`config.mk`:
```
export PLATFORM = sky130hd
export DESIGN_NAME = hazard_unit
export DESIGN_NICKNAME = d
export VERILOG_FILES = /design/src/rtl/hazard_unit.sv
export SDC_FILE = /design/constraint.sdc
export NUM_CORES = 1
export LEC_CHECK = 0
export ABC_AREA = 1
export CORE_MARGIN = 2
export CORE_UTILIZATION = 43
export CTS_CLUSTER_SIZE = 30
export DETAILED_ROUTE_END_ITERATION = 12
export PLACE_DENSITY = 0.87
export SLEW_MARGIN = 20
export SYNTH_ARGS = -nofsm -noshare
export SYNTH_HDL_FRONTEND = slang
export SYNTH_SLANG_ARGS = --single-unit
```
`constraint.sdc`:
```
create_clock -name clk -period 5.9 [get_ports clk]
set_input_delay 1.18 -clock clk [delete_from_list [all_inputs] [get_ports clk]]
set_output_delay 1.18 -clock clk [all_outputs]
set_load 0.03 [all_outputs]
```
`src/rtl/hazard_unit.sv`:
```
// Hazard detection and forwarding control for the EX operands and the ID branch comparator.
// Latency: selects and stall/flush are combinational from inputs, FSM state and cnt; mem_busy freezes state.
// Optional build macro HAZARD_STATS_EN adds saturating stall_cycles / flush_count outputs.
module hazard_unit #(
    parameter int REG_AW     = 5,
    parameter int FWD_STAGES = 2,
    parameter int LOAD_LAT   = 1,
    parameter int FSEL_W     = $clog2(FWD_STAGES + 1)
) (
    input  logic                         clk,
    input  logic                         rst,
    input  logic [REG_AW-1:0]            id_rs,
    input  logic [REG_AW-1:0]            id_rt,
    input  logic                         id_uses_rs,
    input  logic                         id_uses_rt,
    input  logic                         id_is_branch,
    input  logic                         br_taken,
    input  logic [REG_AW-1:0]            ex_rs,
    input  logic [REG_AW-1:0]            ex_rt,
    input  logic                         ex_reg_write,
    input  logic                         ex_mem_read,
    input  logic [REG_AW-1:0]            ex_write_reg,
    input  logic [FWD_STAGES-1:0]        st_reg_write,
    input  logic [FWD_STAGES-1:0]        st_mem_read,
    input  logic [FWD_STAGES*REG_AW-1:0] st_write_reg,
    input  logic                         mem_busy,
    output logic                         pc_write,
    output logic                         ifid_write,
    output logic                         ifid_flush,
    output logic                         idex_bubble,
    output logic                         pipe_freeze,
    output logic [FSEL_W-1:0]            forward_a,
    output logic [FSEL_W-1:0]            forward_b,
    output logic [FSEL_W-1:0]            id_fwd_a,
    output logic [FSEL_W-1:0]            id_fwd_b
`ifdef HAZARD_STATS_EN
    ,
    output logic [15:0]                  stall_cycles,
    output logic [15:0]                  flush_count
`endif
);

    typedef enum logic [0:0] {RUN, STALL} state_t;

    state_t     state;
    logic [2:0] cnt;
    logic [2:0] haz_n;
    logic       stall;
    logic       dep;

    // Scan from the far stage inward so the nearest eligible producer overwrites.
    function automatic logic [FSEL_W-1:0] fwd_sel(
        input logic [REG_AW-1:0]            r,
        input logic [FWD_STAGES-1:0]        we,
        input logic [FWD_STAGES-1:0]        mr,
        input logic [FWD_STAGES*REG_AW-1:0] wr
    );
        logic [FSEL_W-1:0] s;
        s = '0;
        for (int i = FWD_STAGES - 1; i >= 0; i--) begin
            if (r != '0 && we[i] && wr[i*REG_AW +: REG_AW] == r && (!mr[i] || i >= LOAD_LAT))
                s = FSEL_W'(i + 1);
        end
        return s;
    endfunction

    assign dep = ex_reg_write &&
                 ((id_uses_rs && id_rs != '0 && id_rs == ex_write_reg) ||
                  (id_uses_rt && id_rt != '0 && id_rt == ex_write_reg));

    always_comb begin
        haz_n = 3'd0;
        if (dep && ex_mem_read)
            haz_n = id_is_branch ? 3'(LOAD_LAT + 1) : 3'(LOAD_LAT);
        else if (dep && id_is_branch)
            haz_n = 3'd1;
        // A load still short of its data stage cannot yet feed the ID comparator.
        for (int i = 0; i < LOAD_LAT; i++) begin
            if (id_is_branch && st_reg_write[i] && st_mem_read[i] &&
                ((id_uses_rs && id_rs != '0 && st_write_reg[i*REG_AW +: REG_AW] == id_rs) ||
                 (id_uses_rt && id_rt != '0 && st_write_reg[i*REG_AW +: REG_AW] == id_rt)) &&
                3'(LOAD_LAT - i) > haz_n)
                haz_n = 3'(LOAD_LAT - i);
        end
    end

    assign stall = (state == STALL) || (haz_n != 3'd0);

    always_comb begin
        pc_write    = 1'b0;
        ifid_write  = 1'b0;
        ifid_flush  = 1'b0;
        idex_bubble = 1'b0;
        pipe_freeze = 1'b0;
        forward_a   = '0;
        forward_b   = '0;
        id_fwd_a    = '0;
        id_fwd_b    = '0;
        if (rst) begin
            forward_a = fwd_sel(ex_rs, st_reg_write, st_mem_read, st_write_reg);
            forward_b = fwd_sel(ex_rt, st_reg_write, st_mem_read, st_write_reg);
            id_fwd_a  = fwd_sel(id_rs, st_reg_write, st_mem_read, st_write_reg);
            id_fwd_b  = fwd_sel(id_rt, st_reg_write, st_mem_read, st_write_reg);
            if (mem_busy) begin
                pipe_freeze = 1'b1;
            end else if (stall) begin
                idex_bubble = 1'b1;
            end else begin
                pc_write   = 1'b1;
                ifid_write = 1'b1;
                ifid_flush = br_taken;
            end
        end
    end

    always_ff @(posedge clk or negedge rst) begin
        if (!rst) begin
            state <= RUN;
            cnt   <= 3'd0;
        end else if (!mem_busy) begin
            case (state)
                RUN: begin
                    if (haz_n > 3'd1) begin
                        state <= STALL;
                        cnt   <= haz_n - 3'd1;
                    end
                end
                STALL: begin
                    cnt <= cnt - 3'd1;
                    if (cnt == 3'd1)
                        state <= RUN;
                end
                default: state <= RUN;
            endcase
        end
    end

`ifdef HAZARD_STATS_EN
    always_ff @(posedge clk or negedge rst) begin
        if (!rst) begin
            stall_cycles <= 16'd0;
            flush_count  <= 16'd0;
        end else begin
            if (stall && !mem_busy && stall_cycles != 16'hFFFF)
                stall_cycles <= stall_cycles + 16'd1;
            if (ifid_flush && flush_count != 16'hFFFF)
                flush_count <= flush_count + 16'd1;
        end
    end
`endif

endmodule

```
Yosys cells after proc, flatten, opt, wreduce, memory -nomap -nowiden --
Index checks and enable logic that the tools add are counted. W data, S select, Z words.
Operators by class: add/sub/neg operators 2, mux-type cells 32, reductions and logical operators 43, bitwise operators 2, equal/unequal tests 12, order comparisons 2
Operators by type and width (number):
- $eq A5 B5 Y1 | 10
- $logic_and A1 B1 Y1 | 33
- $mux W2 | 13
- $reduce_bool A5 Y1 | 4
- $mux W1 | 14
- $mux W3 | 3
- $pmux W3 S2 | 1
- $sub A3 B1 Y3 const B | 2
- $eq A3 B1 Y1 const B | 1
- $gt A1 B3 Y1 const A | 1
- $gt A3 B1 Y1 const B | 1
- $logic_or A1 B1 Y1 | 3
- $reduce_bool A3 Y1 | 1
- $ne A2 B2 Y1 const B | 1
- $not A1 Y1 | 2
- $pmux W1 S2 | 1
- $reduce_and A2 Y1 | 1
- $logic_not A1 Y1 | 1
Word-level totals: input bits 48, word-level logic and storage cells 95, output and inout bits 13, register bits 4

Logic depth before layout (Yosys ltp) --
depth in word-level cells 16, depth in mapped cells 15, depth with buffers taken out 15

Worst setup path before layout --
OpenSTA, ideal clock, no wires.
path kind input-to-output, from input st_write_reg[2], to output ifid_flush, arrival time 3.209 ns, setup slack 1.511 ns, path buffers 1, cell stages on the path 12, cell sequence buf_2 -> xor2_1 -> nor3_1 -> nand3_1 -> o21ai_1 -> nand2_1 -> nand2_1 -> nand2_1 -> ha_1 -> nand2_1 -> nor3_1 -> and2_1
Between the ends: longest elaborated chain between the ends 11
RTL lines:
- start, declared | RTL line 25 | input logic [FWD_STAGES*REG_AW-1:0] st_write_reg,
- $eq A5 B5 Y1, on equally long branches | RTL line 80, 81
- $logic_and A1 B1 Y1, on equally long branches | RTL line 80, 81
- $logic_or A1 B1 Y1 * | RTL line 80 | ((id_uses_rs && id_rs != '0 && st_write_reg[i*REG_AW +: REG_AW] == id_rs) ||
- $logic_and A1 B1 Y1 * | RTL line 79 | if (id_is_branch && st_reg_write[i] && st_mem_read[i] &&
- $logic_and A1 B1 Y1 * | RTL line 81 | (id_uses_rt && id_rt != '0 && st_write_reg[i*REG_AW +: REG_AW] == id_rt)) &&
- $mux W3 * | RTL line 79
- $reduce_bool A3 Y1 * | RTL line 87 | assign stall = (state == STALL) || (haz_n != 3'd0);
- $logic_or A1 B1 Y1 * | RTL line 87
- $mux W1 * | RTL line 106 | end else if (stall) begin
- $mux W1 * | RTL line 104 | if (mem_busy) begin
- $mux W1 * | RTL line 99 | if (rst) begin
- end, declared | RTL line 29 | output logic ifid_flush,
Mark *: on every way between the ends. The rest lies on a longest branch, timed or not.

Final worst setup path --
from input id_rs[4], to output ifid_flush
Between the ends: longest elaborated chain between the ends 16
RTL lines:
- start, declared | RTL line 12 | input logic [REG_AW-1:0] id_rs,
- $reduce_bool A5 Y1 | RTL line 68, 80
- $logic_and A1 B1 Y1 | RTL line 68, 80
- $logic_and A1 B1 Y1 | RTL line 68 | ((id_uses_rs && id_rs != '0 && id_rs == ex_write_reg) ||
- $logic_or A1 B1 Y1 | RTL line 68
- $logic_and A1 B1 Y1 | RTL line 67 | assign dep = ex_reg_write &&
- $logic_and A1 B1 Y1 | RTL line 75 | else if (dep && id_is_branch)
- $mux W1 | RTL line 75
- $mux W3 | RTL line 73 | if (dep && ex_mem_read)
- $gt A1 B3 Y1 | RTL line 82 | 3'(LOAD_LAT - i) > haz_n)
- $logic_and A1 B1 Y1 | RTL line 81
- $mux W3 * | RTL line 79
- $reduce_bool A3 Y1 * | RTL line 87
- $logic_or A1 B1 Y1 * | RTL line 87
- $mux W1 * | RTL line 106
- $mux W1 * | RTL line 104
- $mux W1 * | RTL line 99
Marked as above.

==> flow_metrics.tcl <==
set metrics [dict create \
    outcome "completed" \
    yosysMostFrequentCell "nand2_1" \
    yosys.area.top_type "xor2_1" \
    min_period_ns 4.965 \
    r2r_cells 7 \
    grt_pass1_vias 1373 \
    postCtsHoldBufs 0 \
    arrival_ns 3.78 \
    nNetsFinal 301 \
    worstReg2RegEnd "cnt[2]" \
    p_switching_mw 0.09918 \
    port_buffers 59 \
    slew_violations 0 \
    startpoint_type "input pin" \
    start_util 0.4415 \
    grt_pass1_wl_um 5878 \
    synth_area_mm2 0.001186 \
    p_leak_nw 0.8096 \
    period_share 0.8415 \
    whs_path_depth 2 \
    gp_congestion 0.8636 \
    power.density_mw_per_mm2 128.0 \
    drt-pass1-iter-count 4 \
    synth-seq-area-share 0.08439 \
    netlist_instances 188 \
    timing.reg2reg.setup_slack_ns 4.77 \
    track_usage 0.2239 \
    vias 1420 \
    utilization 0.6777 \
    cts_tree "yes" \
    p_int_mw 0.1338 \
    hold_ws_ns 0.4782 \
    worstMarginPinSlew_ns 0.5226 \
    drt_iter0_markers 55 \
    cts.sinks 4 \
    synthTopCellsByCount "35 x nand2_1, 25 x inv_1, 20 x xor2_1" \
    cts_made_buffers 3 \
    synth_top_area_frac 0.1477 \
    cp_max_fo 4 \
    power_frac_clock 0.144 \
    grt_remaining_overflow 0 \
    die-height_um 56.52 \
    die_area_mm2 0.003195 \
    synth_area_leaders "xor2_1 15%, nand2_1 11%, dfrtp_1 8.4%" \
    synth_cell_types 36 \
    htree_levels 1 \
    drv_cap 0 \
    n_antenna_cell 0 \
    vias_per_cell 5.108 \
    crit_path_end_kind "output pin" \
    synthArstFlopShare 1.000 \
    ir_worst_vdd_v 0.0001479 \
    drc 0 \
    comb_power_share 0.648 \
    synth_warnings 0 \
    fill_cells 243 \
    cts-resized-gates 0 \
    share_seq_of_total_power 0.208 \
    clkLatencyLatePin_ns 0.23 \
    synth_edf_count 0 \
    cts_root_buf "clkbuf_4" \
    synth_nets 240 \
    setup_viol 0 \
    r2r_start "cnt[0]" \
    fmax_ghz 0.2014 \
    drt.antenna.violating_nets 0 \
    ys_seq_elements 4 \
    die_w_um 56.52 \
    syn_avg_cell_area_um2 6.309 \
    path_class "in -> out" \
    dpl_cell_area_mm2 0.001798 \
    final_area_mm2 0.001821 \
    routedWlPerCell_um 12.51 \
    coreArea_mm2 0.002686 \
    clkTransAtPathRegs_ns 0.04 \
    min_from "cnt[1]" \
    ys.flop_type "dfrtp_1" \
    drive_gt1_frac 0.08907 \
    antenna_found_initial 0 \
    place_hpwl_um 2831 \
    finClkSkew_ns 0.0004993 \
    finalSetupTns_ns 0 \
    hold_path_end "cnt[1]" \
    max-clock-path-buffers 2 \
    wl_um 3477 \
    grt_max_degree 9 \
    syn2layout_area_growth_pct 53.48 \
    required_ns 4.72 \
    slew_headroom 0.6484 \
    rsz0062_at_grt "false" \
    hold_violations 0 \
    hold_class "reg -> reg" \
    num_io_pins 61 \
    post_cts_buffers 0 \
    p_sw_frac 0.4257 \
    rows 19 \
]
## worst max-delay path by stage
| stage | start | end | slack, ns | depth (start not counted) |
|---|---|---|---|---|
| finish | id_rs[4] | ifid_flush | 0.94 | 15 |
| detailed placement | id_rs[2] | ifid_flush | 0.93 | 15 |
| floorplan | st_write_reg[2] | ifid_flush | 1.51 | 12 |
| global route | id_rt[2] | ifid_flush | 0.69 | 15 |
| CTS | id_rs[2] | ifid_flush | 0.91 | 15 |
| global placement | id_rs[2] | ifid_flush | 0.96 | 15 |
## power by group through the flow
stage / sequential [mW] / combinational, mW / clock [mW]
2_1_floorplan: 0.0469 / 0.0858 / 0
3_5_place_dp: 0.0485 / 0.150 / 0
6_report: 0.0485 / 0.151 / 0.0335
4_1_cts: 0.0481 / 0.151 / 0.0346
3_3_place_gp: 0.0483 / 0.145 / 0
5_1_grt: 0.0503 / 0.168 / 0.0368
## layer usage
metal	wire [um]	track usage	vias up
li1	-	-	735
met1	1617	0.2973	640
met2	1673	0.3804	45
met3	186	0.02995	0
met4	0	0.05442	0
met5	0	0	-
## worst max-delay path: stages
cell and delay, ns:
clkdlybuf4s50_1 0.53, nor2_2 0.15, nand3_2 0.11, nand2_2 0.08
clkinv_2 0.06, nand3_2 0.07, nand2_2 0.08, o211ai_1 0.08
nand2_1 0.07, nand2_1 0.08, ha_1 0.15, nand2_1 0.07
nor3_1 0.23, and2_1 0.17, clkdlybuf4s50_1 0.67
## layout make-up
class / instances / area, um^2 / share of cell area
sequential: 4 / 100.1 / 0.05498
tap: 31 / 38.79 / 0.02131
multi-input combinational: 152 / 958.4 / 0.5265
clock buffer: 3 / 22.52 / 0.01237
timing repair buffer: 59 / 590.6 / 0.3244
inverter: 29 / 110.1 / 0.06048
## per-stage QoR
| stage | total power [mW] | std cells | setup slack (ns) |
|---|---|---|---|
| 2_1_floorplan | 0.1327 | 188 | 1.511 |
| 3_3_place_gp | 0.1936 | 275 | 0.9629 |
| 3_5_place_dp | 0.1983 | 275 | 0.9250 |
| 4_1_cts | 0.2337 | 278 | 0.9144 |
| 5_1_grt | 0.2551 | 278 | 0.6910 |
| 6_report | 0.2330 | 278 | 0.9354 |
## layout by cell type (no fill, tap or decap), types with 3 or more instances in the layout
cell | synthesis | final
xor2_1 | 20 | 20
nand2_1 | 35 | 35
nand3_1 | 8 | 8
o2111ai_1 | 3 | 3
xnor2_1 | 11 | 11
nand2_2 | 3 | 3
nand3_2 | 3 | 3
clkbuf_4 | 0 | 3
and2_1 | 3 | 3
a21oi_1 | 5 | 5
nor3_1 | 6 | 6
clkdlybuf4s50_1 | 0 | 59
o21ai_0 | 3 | 3
nor4_1 | 6 | 6
dfrtp_1 | 4 | 4
nor2_2 | 3 | 3
inv_1 | 25 | 25
inv_2 | 3 | 3
nor2_1 | 17 | 17
o22ai_1 | 4 | 4
ha_1 | 4 | 4
## registers in the layout (all words and copies together), names as in the netlist
name,count
state,1
cnt,3
## cells by family (layout without fill, tap and decap cells)
family | Yosys count | count (layout) | share of synthesized area
adder cells (fa/ha/maj) | 4 | 4 | 0.04220
flip-flops | 4 | 4 | 0.08439
XOR/XNOR | 31 | 31 | 0.2289
buffers and inverters | 32 | 91 | 0.1076
AND/OR/NAND/NOR | 93 | 93 | 0.3987
multiplexers | 1 | 1 | 0.008439
AO/OA/AOI/OAI | 23 | 23 | 0.1297
(Power assumes the default switching activity.)
